## src/rtl/decode_stage_if.sv

```systemverilog
// decode_stage_if: fetch-side, writeback/flush and ID/EX-side signals of the decode stage.
interface decode_stage_if #(
    parameter int unsigned XLEN = 32
);
    // Fetch side (IF/ID)
    logic            in_valid;
    logic            in_ready;
    logic [31:0]     instr_i;
    logic [XLEN-1:0] pc_i;
    logic [XLEN-1:0] pc_plus4_i;

    // Writeback and pipeline control
    logic            wb_we;
    logic [4:0]      wb_rd;
    logic [XLEN-1:0] wb_data;
    logic            flush_i;

    // Execute side (ID/EX slot)
    logic            out_valid;
    logic            out_ready;
    logic            reg_write_o;
    logic [1:0]      result_src_o;
    logic            mem_write_o;
    logic            jump_o;
    logic            branch_o;
    logic [3:0]      alu_ctrl_o;
    logic            alu_srca_o;
    logic            alu_src_o;
    logic [XLEN-1:0] rd1_o;
    logic [XLEN-1:0] rd2_o;
    logic [4:0]      rs1_o;
    logic [4:0]      rs2_o;
    logic [4:0]      rd_o;
    logic [XLEN-1:0] imm_o;
    logic [XLEN-1:0] pc_o;
    logic [XLEN-1:0] pc_plus4_o;
    logic            illegal_o;

    // Surroundings of the decode stage: fetch, writeback and execute
    modport master (
        output in_valid, instr_i, pc_i, pc_plus4_i,
        output wb_we, wb_rd, wb_data, flush_i, out_ready,
        input  in_ready, out_valid, reg_write_o, result_src_o, mem_write_o,
        input  jump_o, branch_o, alu_ctrl_o, alu_srca_o, alu_src_o,
        input  rd1_o, rd2_o, rs1_o, rs2_o, rd_o, imm_o, pc_o, pc_plus4_o, illegal_o
    );

    // The decode stage itself
    modport slave (
        input  in_valid, instr_i, pc_i, pc_plus4_i,
        input  wb_we, wb_rd, wb_data, flush_i, out_ready,
        output in_ready, out_valid, reg_write_o, result_src_o, mem_write_o,
        output jump_o, branch_o, alu_ctrl_o, alu_srca_o, alu_src_o,
        output rd1_o, rd2_o, rs1_o, rs2_o, rd_o, imm_o, pc_o, pc_plus4_o, illegal_o
    );
endinterface

```

## src/rtl/decode_stage.sv

```systemverilog
// decode_stage: RV32I decode with register file and a registered ID/EX slot.
// Optional feature macro: DECODE_WB_BYPASS_EN (forward a same-cycle writeback
// into rd1/rd2 on accept and into a stalled slot).
module decode_stage #(
    parameter int unsigned XLEN  = 32,
    parameter int unsigned NREGS = 32
) (
    input  logic          clk,
    input  logic          rst,
    decode_stage_if.slave bus
);
    localparam int unsigned RIDX = (NREGS > 1) ? $clog2(NREGS) : 1;

    localparam logic [6:0] OPC_LUI    = 7'b0110111;
    localparam logic [6:0] OPC_AUIPC  = 7'b0010111;
    localparam logic [6:0] OPC_JAL    = 7'b1101111;
    localparam logic [6:0] OPC_JALR   = 7'b1100111;
    localparam logic [6:0] OPC_BRANCH = 7'b1100011;
    localparam logic [6:0] OPC_LOAD   = 7'b0000011;
    localparam logic [6:0] OPC_STORE  = 7'b0100011;
    localparam logic [6:0] OPC_OP     = 7'b0110011;
    localparam logic [6:0] OPC_OPIMM  = 7'b0010011;

    localparam logic [3:0] ALU_ADD   = 4'b0000;
    localparam logic [3:0] ALU_SUB   = 4'b1000;
    localparam logic [3:0] ALU_PASSB = 4'b1111;

    localparam logic [1:0] RES_ALU = 2'b00;
    localparam logic [1:0] RES_MEM = 2'b01;
    localparam logic [1:0] RES_PC4 = 2'b10;

    // Instruction fields
    logic [6:0] opcode;
    logic [2:0] funct3;
    logic       funct7_5;
    logic [4:0] rs1_f;
    logic [4:0] rs2_f;
    logic [4:0] rd_f;

    assign opcode   = bus.instr_i[6:0];
    assign funct3   = bus.instr_i[14:12];
    assign funct7_5 = bus.instr_i[30];
    assign rs1_f    = bus.instr_i[19:15];
    assign rs2_f    = bus.instr_i[24:20];
    assign rd_f     = bus.instr_i[11:7];

    // Immediates, sign-extended from instruction bit 31
    logic [XLEN-1:0] imm_i;
    logic [XLEN-1:0] imm_s;
    logic [XLEN-1:0] imm_b;
    logic [XLEN-1:0] imm_u;
    logic [XLEN-1:0] imm_j;

    assign imm_i = XLEN'($signed(bus.instr_i[31:20]));
    assign imm_s = XLEN'($signed({bus.instr_i[31:25], bus.instr_i[11:7]}));
    assign imm_b = XLEN'($signed({bus.instr_i[31], bus.instr_i[7], bus.instr_i[30:25],
                                  bus.instr_i[11:8], 1'b0}));
    assign imm_u = XLEN'($signed({bus.instr_i[31:12], 12'b0}));
    assign imm_j = XLEN'($signed({bus.instr_i[31], bus.instr_i[19:12], bus.instr_i[20],
                                  bus.instr_i[30:21], 1'b0}));

    // Slot registers
    logic            out_valid_q,  out_valid_d;
    logic            reg_write_q,  reg_write_d;
    logic [1:0]      result_src_q, result_src_d;
    logic            mem_write_q,  mem_write_d;
    logic            jump_q,       jump_d;
    logic            branch_q,     branch_d;
    logic [3:0]      alu_ctrl_q,   alu_ctrl_d;
    logic            alu_srca_q,   alu_srca_d;
    logic            alu_src_q,    alu_src_d;
    logic [XLEN-1:0] rd1_q,        rd1_d;
    logic [XLEN-1:0] rd2_q,        rd2_d;
    logic [4:0]      rs1_q,        rs1_d;
    logic [4:0]      rs2_q,        rs2_d;
    logic [4:0]      rd_q,         rd_d;
    logic [XLEN-1:0] imm_q,        imm_d;
    logic [XLEN-1:0] pc_q,         pc_d;
    logic [XLEN-1:0] pc_plus4_q,   pc_plus4_d;
    logic            illegal_q,    illegal_d;

    // Handshake
    logic in_ready_c;
    logic accept;
    logic stall;

    assign in_ready_c = !out_valid_q || bus.out_ready;
    assign accept     = bus.in_valid && in_ready_c;
    assign stall      = out_valid_q && !bus.out_ready;

    // Register file; x0 and indices beyond NREGS are never stored
    logic [XLEN-1:0] regs_q [NREGS];
    logic [XLEN-1:0] regs_d [NREGS];
    logic            wr_en;
    logic            rs1_ok;
    logic            rs2_ok;
    logic [XLEN-1:0] rf_rd1;
    logic [XLEN-1:0] rf_rd2;

    assign wr_en  = bus.wb_we && (bus.wb_rd != 5'd0) && (32'(bus.wb_rd) < NREGS);
    assign rs1_ok = (rs1_f != 5'd0) && (32'(rs1_f) < NREGS);
    assign rs2_ok = (rs2_f != 5'd0) && (32'(rs2_f) < NREGS);
    assign rf_rd1 = rs1_ok ? regs_q[rs1_f[RIDX-1:0]] : '0;
    assign rf_rd2 = rs2_ok ? regs_q[rs2_f[RIDX-1:0]] : '0;

    // Register file next state: single writeback port
    always_comb begin
        regs_d = regs_q;
        if (wr_en) begin
            regs_d[bus.wb_rd[RIDX-1:0]] = bus.wb_data;
        end
    end

    // Register file storage, cleared by reset
    always_ff @(posedge clk) begin
        if (rst) begin
            regs_q <= '{default: '0};
        end else begin
            regs_q <= regs_d;
        end
    end

    // Opcode decode into control signals, immediate and illegal flag
    logic            dec_reg_write;
    logic [1:0]      dec_result_src;
    logic            dec_mem_write;
    logic            dec_jump;
    logic            dec_branch;
    logic [3:0]      dec_alu_ctrl;
    logic            dec_alu_srca;
    logic            dec_alu_src;
    logic [XLEN-1:0] dec_imm;
    logic            dec_illegal;
    logic            use_rd;
    logic            use_rs1;
    logic            use_rs2;

    always_comb begin
        dec_reg_write  = 1'b0;
        dec_result_src = RES_ALU;
        dec_mem_write  = 1'b0;
        dec_jump       = 1'b0;
        dec_branch     = 1'b0;
        dec_alu_ctrl   = ALU_ADD;
        dec_alu_srca   = 1'b0;
        dec_alu_src    = 1'b0;
        dec_imm        = '0;
        dec_illegal    = 1'b0;
        use_rd         = 1'b0;
        use_rs1        = 1'b0;
        use_rs2        = 1'b0;
        case (opcode)
            OPC_LUI: begin
                dec_reg_write = 1'b1;
                dec_alu_ctrl  = ALU_PASSB;
                dec_alu_src   = 1'b1;
                dec_imm       = imm_u;
                use_rd        = 1'b1;
            end
            OPC_AUIPC: begin
                dec_reg_write = 1'b1;
                dec_alu_srca  = 1'b1;
                dec_alu_src   = 1'b1;
                dec_imm       = imm_u;
                use_rd        = 1'b1;
            end
            OPC_JAL: begin
                dec_reg_write  = 1'b1;
                dec_result_src = RES_PC4;
                dec_jump       = 1'b1;
                dec_alu_src    = 1'b1;
                dec_imm        = imm_j;
                use_rd         = 1'b1;
            end
            OPC_JALR: begin
                dec_reg_write  = 1'b1;
                dec_result_src = RES_PC4;
                dec_jump       = 1'b1;
                dec_alu_src    = 1'b1;
                dec_imm        = imm_i;
                use_rd         = 1'b1;
                use_rs1        = 1'b1;
            end
            OPC_BRANCH: begin
                dec_branch   = 1'b1;
                dec_alu_ctrl = ALU_SUB;
                dec_imm      = imm_b;
                use_rs1      = 1'b1;
                use_rs2      = 1'b1;
            end
            OPC_LOAD: begin
                dec_reg_write  = 1'b1;
                dec_result_src = RES_MEM;
                dec_alu_src    = 1'b1;
                dec_imm        = imm_i;
                use_rd         = 1'b1;
                use_rs1        = 1'b1;
            end
            OPC_STORE: begin
                dec_mem_write = 1'b1;
                dec_alu_src   = 1'b1;
                dec_imm       = imm_s;
                use_rs1       = 1'b1;
                use_rs2       = 1'b1;
            end
            OPC_OP: begin
                dec_reg_write = 1'b1;
                dec_alu_ctrl  = {funct7_5, funct3};
                use_rd        = 1'b1;
                use_rs1       = 1'b1;
                use_rs2       = 1'b1;
            end
            OPC_OPIMM: begin
                dec_reg_write = 1'b1;
                dec_alu_ctrl  = {(funct3 == 3'b101) ? funct7_5 : 1'b0, funct3};
                dec_alu_src   = 1'b1;
                dec_imm       = imm_i;
                use_rd        = 1'b1;
                use_rs1       = 1'b1;
            end
            default: dec_illegal = 1'b1;
        endcase
        // Only register fields the format actually uses can make it illegal
        if ((use_rd  && (32'(rd_f)  >= NREGS)) ||
            (use_rs1 && (32'(rs1_f) >= NREGS)) ||
            (use_rs2 && (32'(rs2_f) >= NREGS))) begin
            dec_illegal = 1'b1;
        end
    end

    // Slot next state: load on accept, hold otherwise, flush clears valid
    always_comb begin
        out_valid_d  = !bus.flush_i && (accept || stall);
        reg_write_d  = reg_write_q;
        result_src_d = result_src_q;
        mem_write_d  = mem_write_q;
        jump_d       = jump_q;
        branch_d     = branch_q;
        alu_ctrl_d   = alu_ctrl_q;
        alu_srca_d   = alu_srca_q;
        alu_src_d    = alu_src_q;
        rd1_d        = rd1_q;
        rd2_d        = rd2_q;
        rs1_d        = rs1_q;
        rs2_d        = rs2_q;
        rd_d         = rd_q;
        imm_d        = imm_q;
        pc_d         = pc_q;
        pc_plus4_d   = pc_plus4_q;
        illegal_d    = illegal_q;
        if (accept) begin
            reg_write_d  = dec_reg_write;
            result_src_d = dec_result_src;
            mem_write_d  = dec_mem_write;
            jump_d       = dec_jump;
            branch_d     = dec_branch;
            alu_ctrl_d   = dec_alu_ctrl;
            alu_srca_d   = dec_alu_srca;
            alu_src_d    = dec_alu_src;
            rd1_d        = rf_rd1;
            rd2_d        = rf_rd2;
            rs1_d        = rs1_f;
            rs2_d        = rs2_f;
            rd_d         = rd_f;
            imm_d        = dec_imm;
            pc_d         = bus.pc_i;
            pc_plus4_d   = bus.pc_plus4_i;
            illegal_d    = dec_illegal;
        end
`ifdef DECODE_WB_BYPASS_EN
        // Forward only writes that actually land, so x0 and out-of-range stay 0
        if (accept) begin
            if (wr_en && (bus.wb_rd == rs1_f)) rd1_d = bus.wb_data;
            if (wr_en && (bus.wb_rd == rs2_f)) rd2_d = bus.wb_data;
        end else if (stall) begin
            if (wr_en && (bus.wb_rd == rs1_q)) rd1_d = bus.wb_data;
            if (wr_en && (bus.wb_rd == rs2_q)) rd2_d = bus.wb_data;
        end
`endif
    end

    // Slot registers with synchronous reset
    always_ff @(posedge clk) begin
        if (rst) begin
            out_valid_q  <= 1'b0;
            reg_write_q  <= 1'b0;
            result_src_q <= 2'b00;
            mem_write_q  <= 1'b0;
            jump_q       <= 1'b0;
            branch_q     <= 1'b0;
            alu_ctrl_q   <= 4'b0000;
            alu_srca_q   <= 1'b0;
            alu_src_q    <= 1'b0;
            rd1_q        <= '0;
            rd2_q        <= '0;
            rs1_q        <= 5'd0;
            rs2_q        <= 5'd0;
            rd_q         <= 5'd0;
            imm_q        <= '0;
            pc_q         <= '0;
            pc_plus4_q   <= '0;
            illegal_q    <= 1'b0;
        end else begin
            out_valid_q  <= out_valid_d;
            reg_write_q  <= reg_write_d;
            result_src_q <= result_src_d;
            mem_write_q  <= mem_write_d;
            jump_q       <= jump_d;
            branch_q     <= branch_d;
            alu_ctrl_q   <= alu_ctrl_d;
            alu_srca_q   <= alu_srca_d;
            alu_src_q    <= alu_src_d;
            rd1_q        <= rd1_d;
            rd2_q        <= rd2_d;
            rs1_q        <= rs1_d;
            rs2_q        <= rs2_d;
            rd_q         <= rd_d;
            imm_q        <= imm_d;
            pc_q         <= pc_d;
            pc_plus4_q   <= pc_plus4_d;
            illegal_q    <= illegal_d;
        end
    end

    assign bus.in_ready     = in_ready_c;
    assign bus.out_valid    = out_valid_q;
    assign bus.reg_write_o  = reg_write_q;
    assign bus.result_src_o = result_src_q;
    assign bus.mem_write_o  = mem_write_q;
    assign bus.jump_o       = jump_q;
    assign bus.branch_o     = branch_q;
    assign bus.alu_ctrl_o   = alu_ctrl_q;
    assign bus.alu_srca_o   = alu_srca_q;
    assign bus.alu_src_o    = alu_src_q;
    assign bus.rd1_o        = rd1_q;
    assign bus.rd2_o        = rd2_q;
    assign bus.rs1_o        = rs1_q;
    assign bus.rs2_o        = rs2_q;
    assign bus.rd_o         = rd_q;
    assign bus.imm_o        = imm_q;
    assign bus.pc_o         = pc_q;
    assign bus.pc_plus4_o   = pc_plus4_q;
    assign bus.illegal_o    = illegal_q;
endmodule
```

## src/flat_wrapper.sv

```systemverilog
// flat-port wrapper written by rule: the top's interface ports become plain ports
module decode_stage_flat 
#(
    parameter int unsigned XLEN  = 32,
    parameter int unsigned NREGS = 32
)
  (clk, rst, bus_in_valid, bus_instr_i, bus_pc_i, bus_pc_plus4_i, bus_wb_we, bus_wb_rd, bus_wb_data, bus_flush_i, bus_out_ready, bus_in_ready, bus_out_valid, bus_reg_write_o, bus_result_src_o, bus_mem_write_o, bus_jump_o, bus_branch_o, bus_alu_ctrl_o, bus_alu_srca_o, bus_alu_src_o, bus_rd1_o, bus_rd2_o, bus_rs1_o, bus_rs2_o, bus_rd_o, bus_imm_o, bus_pc_o, bus_pc_plus4_o, bus_illegal_o);
  decode_stage_if #(.XLEN(XLEN)) bus_i ();
  input  logic clk;
  input  logic rst;
  input wire logic [$bits(bus_i.in_valid)-1:0] bus_in_valid;
  input wire logic [$bits(bus_i.instr_i)-1:0] bus_instr_i;
  input wire logic [$bits(bus_i.pc_i)-1:0] bus_pc_i;
  input wire logic [$bits(bus_i.pc_plus4_i)-1:0] bus_pc_plus4_i;
  input wire logic [$bits(bus_i.wb_we)-1:0] bus_wb_we;
  input wire logic [$bits(bus_i.wb_rd)-1:0] bus_wb_rd;
  input wire logic [$bits(bus_i.wb_data)-1:0] bus_wb_data;
  input wire logic [$bits(bus_i.flush_i)-1:0] bus_flush_i;
  input wire logic [$bits(bus_i.out_ready)-1:0] bus_out_ready;
  output wire logic [$bits(bus_i.in_ready)-1:0] bus_in_ready;
  output wire logic [$bits(bus_i.out_valid)-1:0] bus_out_valid;
  output wire logic [$bits(bus_i.reg_write_o)-1:0] bus_reg_write_o;
  output wire logic [$bits(bus_i.result_src_o)-1:0] bus_result_src_o;
  output wire logic [$bits(bus_i.mem_write_o)-1:0] bus_mem_write_o;
  output wire logic [$bits(bus_i.jump_o)-1:0] bus_jump_o;
  output wire logic [$bits(bus_i.branch_o)-1:0] bus_branch_o;
  output wire logic [$bits(bus_i.alu_ctrl_o)-1:0] bus_alu_ctrl_o;
  output wire logic [$bits(bus_i.alu_srca_o)-1:0] bus_alu_srca_o;
  output wire logic [$bits(bus_i.alu_src_o)-1:0] bus_alu_src_o;
  output wire logic [$bits(bus_i.rd1_o)-1:0] bus_rd1_o;
  output wire logic [$bits(bus_i.rd2_o)-1:0] bus_rd2_o;
  output wire logic [$bits(bus_i.rs1_o)-1:0] bus_rs1_o;
  output wire logic [$bits(bus_i.rs2_o)-1:0] bus_rs2_o;
  output wire logic [$bits(bus_i.rd_o)-1:0] bus_rd_o;
  output wire logic [$bits(bus_i.imm_o)-1:0] bus_imm_o;
  output wire logic [$bits(bus_i.pc_o)-1:0] bus_pc_o;
  output wire logic [$bits(bus_i.pc_plus4_o)-1:0] bus_pc_plus4_o;
  output wire logic [$bits(bus_i.illegal_o)-1:0] bus_illegal_o;
  assign bus_i.in_valid = bus_in_valid;
  assign bus_i.instr_i = bus_instr_i;
  assign bus_i.pc_i = bus_pc_i;
  assign bus_i.pc_plus4_i = bus_pc_plus4_i;
  assign bus_i.wb_we = bus_wb_we;
  assign bus_i.wb_rd = bus_wb_rd;
  assign bus_i.wb_data = bus_wb_data;
  assign bus_i.flush_i = bus_flush_i;
  assign bus_i.out_ready = bus_out_ready;
  assign bus_in_ready = bus_i.in_ready;
  assign bus_out_valid = bus_i.out_valid;
  assign bus_reg_write_o = bus_i.reg_write_o;
  assign bus_result_src_o = bus_i.result_src_o;
  assign bus_mem_write_o = bus_i.mem_write_o;
  assign bus_jump_o = bus_i.jump_o;
  assign bus_branch_o = bus_i.branch_o;
  assign bus_alu_ctrl_o = bus_i.alu_ctrl_o;
  assign bus_alu_srca_o = bus_i.alu_srca_o;
  assign bus_alu_src_o = bus_i.alu_src_o;
  assign bus_rd1_o = bus_i.rd1_o;
  assign bus_rd2_o = bus_i.rd2_o;
  assign bus_rs1_o = bus_i.rs1_o;
  assign bus_rs2_o = bus_i.rs2_o;
  assign bus_rd_o = bus_i.rd_o;
  assign bus_imm_o = bus_i.imm_o;
  assign bus_pc_o = bus_i.pc_o;
  assign bus_pc_plus4_o = bus_i.pc_plus4_o;
  assign bus_illegal_o = bus_i.illegal_o;
  decode_stage #(.XLEN(XLEN), .NREGS(NREGS)) u_core (.clk(clk), .rst(rst), .bus(bus_i));
endmodule
```

## config.mk

```make
export PLATFORM = sky130hd
export DESIGN_NAME = decode_stage_flat
export DESIGN_NICKNAME = d
export VERILOG_FILES = /design/src/rtl/decode_stage_if.sv /design/src/rtl/decode_stage.sv /design/src/flat_wrapper.sv
export SDC_FILE = /design/constraint.sdc
export NUM_CORES = 2
export LEC_CHECK = 0
export ABC_AREA = 1
export CORE_ASPECT_RATIO = 0.5
export CORE_MARGIN = 3
export CORE_UTILIZATION = 33
export DETAILED_ROUTE_END_ITERATION = 10
export GPL_TIMING_DRIVEN = 1
export PLACE_DENSITY = 0.6
export SYNTH_ARGS = -nofsm -noshare
export SYNTH_HDL_FRONTEND = slang
export SYNTH_SLANG_ARGS = --single-unit
```

## constraint.sdc

```tcl
create_clock -name clk -period 1.9 [get_ports clk]
set_input_delay 0.475 -clock clk [delete_from_list [all_inputs] [get_ports clk]]
set_output_delay 0.475 -clock clk [all_outputs]
set_load 0.01 [all_outputs]
```

==> reports/results.ini <==
[layout]
nNetsFinal = 10700
final_area_mm2 = 0.0786
area_delta_synth_final_pct = 25.8
drive_above_1_share_pct = 11.4
nFillCells = 19400

[synthesis]
ys_seq_area_share_pct = 38.9
syn_area_mm2 = 0.0625
syn-num-nets = 10300
synth_edf_count = 0
synth_top_area_share_pct = 38.9
ys_seq_elements = 1213
yosys_warnings = 0
synth_cell_types = 26
synth-compound-area-share_pct = 12.3
synth_xor_area_share_pct = 0
synth_area_leader_cell = dfxtp_1
synthTopCellsByArea = dfxtp_1, nand2_1, nor2_1
async_reset_ff_share_pct = 0
syn_avg_cell_area_um2 = 6.14
synth.area.mux_share_pct = 0
synth-simple-area-share_pct = 41.5
synth_cells = 10200
synth.most_common_cell = nand2_1
synth_top_family_by_area = simple AND/OR/NAND/NOR gates
yosys-top-cells-count = nand2_1, nor2_1, dfxtp_1
synth_ff_type = dfxtp_1
synthAdderAreaFrac_pct = 0

[drt]
drc = 0
post_drt_wl_per_cell_um = 22.5
initialDrtViolationCount = 11400
routed_wl_mm = 296
vias_per_cell = 5.54
antenna_left = 0
num_vias = 72900
dr.pass1.iters = 8

[critical_path]
end_kind = flip-flop
crit_fanout = 12
crit_family = buffers and inverters
cp_slowest_cell = clkdlybuf4s50_1
timing.rr.start = u_core.regs_q[80]
crit_buf_inv = 5
startpoint = bus_wb_rd[2]
cp.required_ns = 2.58
slowest_delay_ns = 0.64
path_cells = clkdlybuf4s50_1 -> inv_2 -> nor3_1 -> inv_1 -> nor2_4 -> inv_2 -> buf_12 -> nor2_1 -> nor2_1
start_kind = input port
arrival_ns = 2.57
crit_type = in2reg

[timing]
fmax_ghz = 0.529
fin_crit_ns = 1.89
maxSlewViolCount = 0
final_hold_viol_count = 0
post-route-period-util_pct = 99.5
final.setup_skew_ns = 0.0377
maxSlewHeadroom_pct = 46.2
worstMarginPinSlew_ns = 0.806
final-setup-viol-count = 0
rsz0062_at_grt = no

[grt]
use_met1_pct = 39.9
grt_use_met2_pct = 42.2
grt_first_pass_wirelength_mm = 433
antenna_found_initial = 4
grt_max_degree = 135
overflow = 0
grt.total_usage_pct = 28.9
grt_pass1_vias = 65700
grt-busiest-layer = met2
grt_util_met3_pct = 7.87

[floorplan]
die_h_um = 314
initial_core_util_pct = 33.3
coreArea_mm2 = 0.187
fp.dieW_um = 621
die-area_mm2 = 0.195
row_count = 112
ios = 329

[placement]
placed_cell_area_mm2 = 0.0745
place.gp.congestion = 0.954
dp_hpwl_mm = 194
portBuffers = 328

[run]
max-cap-violations = 0

[clock_tree]
clk_pin_slew_ns = 0.06
cts_sinks = 1213
numCtsBuffers = 121
insertion_delay_ns = 0.79
clockBufferDepth = 3
htree_levels = 3
root_buffer = clkbuf_16
post-cts-setup-buffer-count = 0
tritoncts = built

[min_path]
min_from = rst
hold_class = in2reg

[power]
powerDensity_mw_per_mm2 = 791
ir_worst_vdd_v = 0.000816
total_power_mw = 62.2
power.leakage_nw = 34.4

[status]
status = finished, final reports clean

what timing repair did:
action                                  4_1_cts  5_1_grt
endpoints found under the setup margin      311      494
resized for setup                           445      105
hold buffers                                  0        0
cloned                                        0        0
state kept, by name, indices dropped and copies added, names as in the netlist:
signal	cells
u_core.regs_q	1024
u_core.bus.imm_o	32
u_core.bus.pc_o	32
u_core.bus.pc_plus4_o	32
u_core.bus.rd1_o	32
u_core.bus.rd2_o	32
u_core.bus.rd_o	5
u_core.bus.rs1_o	5
u_core.bus.rs2_o	5
u_core.bus.alu_ctrl_o	4
u_core.bus.result_src_o	2
u_core.bus.alu_src_o	1
u_core.bus.alu_srca_o	1
u_core.bus.branch_o	1
u_core.bus.illegal_o	1
u_core.bus.jump_o	1
u_core.bus.mem_write_o	1
u_core.bus.out_valid	1
u_core.bus.reg_write_o	1
cell usage in the layout, fill, tap and decap left out, drive strengths merged:
cell and n:
dfxtp 1213, clkinvlp 5, clkdlybuf4s15 105, dlygate4sd2 7, clkbuf 214, diode 2, nor3 13, nand3 1170
nand3b 64, clkinv 50, nand4 4, bufinv 23, o21ai 1084, o211ai 2, buf 832, clkdlybuf4s50 125
nand2 2934, o22ai 2, a31oi 2, inv 93, dlymetal6s2s 2, nor3b 1, a21oi 447, nor2 2262
worst min-delay path: stages:
cell and delay (ns):
buf_6 0.10, inv_8 0.08, o21ai_0 0.09, nor2_1 0.04
path summary, 6_finish.rpt:
path	endpoint	slack, ns	depth (start not counted)
max	u_core.regs_q[54]	0.01	9
min	u_core.regs_q[305]	0.08	4
min reg2reg	u_core.regs_q[998]	0.44	2
max reg2reg	u_core.bus.rd1_o[16]	0.25	8
through the flow:
| stage | TNS, ns | worst slack, ns | util [%] | std cells | hold slack [ns] |
|---|---|---|---|---|---|
| global route | 0 | 0.000782 | 41.9 | 13200 | 0.0569 |
| floorplan | 0 | 0.255 | - | 10200 | 0.416 |
| CTS | 0 | 0.0000634 | 42.1 | 13200 | 0.0337 |
| finish | 0 | 0.0102 | 42.0 | 13200 | 0.0839 |
| detailed placement | -677.80 | -0.891 | 39.7 | 12900 | 0.427 |
| global placement | -666.83 | -0.886 | 39.7 | 12900 | 0.424 |
power by group:
| part | internal (mW) | leakage (nW) | total, mW | switching, mW |
|---|---|---|---|---|
| registers | 25.9 | 9.82 | 26.2 | 0.326 |
| logic | 2.93 | 22.4 | 8.44 | 5.51 |
| clock network | 15.9 | 2.19 | 27.5 | 11.6 |
| total | 44.8 | 34.4 | 62.2 | 17.4 |
cell type report:
type	count	area [um2]	share of cell area, %
Clock buffer	167	3470	4.42
Clock inverter	64	968	1.23
Antenna cell	2	5.00	0.00637
Tap cell	2508	3140	3.99
Sequential cell	1213	24300	30.9
Multi-Input combinational cell	7985	33900	43.2
Inverter	107	455	0.579
Timing Repair Buffer	1118	12300	15.7
per-layer routing:
layer / vias to the layer above / wire (um) / share of wire, %
met5: - / 13 / 0.0044
met4: 2 / 13300 / 4.5
met3: 793 / 39700 / 13
met2: 4828 / 121000 / 41
met1: 33800 / 122000 / 41
li1: 33400 / - / -
logic make-up (layout without fill, tap and decap cells):
logic type | Yosys count | after routing
simple gates | 6448 | 6448
compound gates | 1537 | 1537
flops | 1213 | 1213
buf+inv | 986 | 1456
other cells | 0 | 2
(Power assumes the default switching activity.)
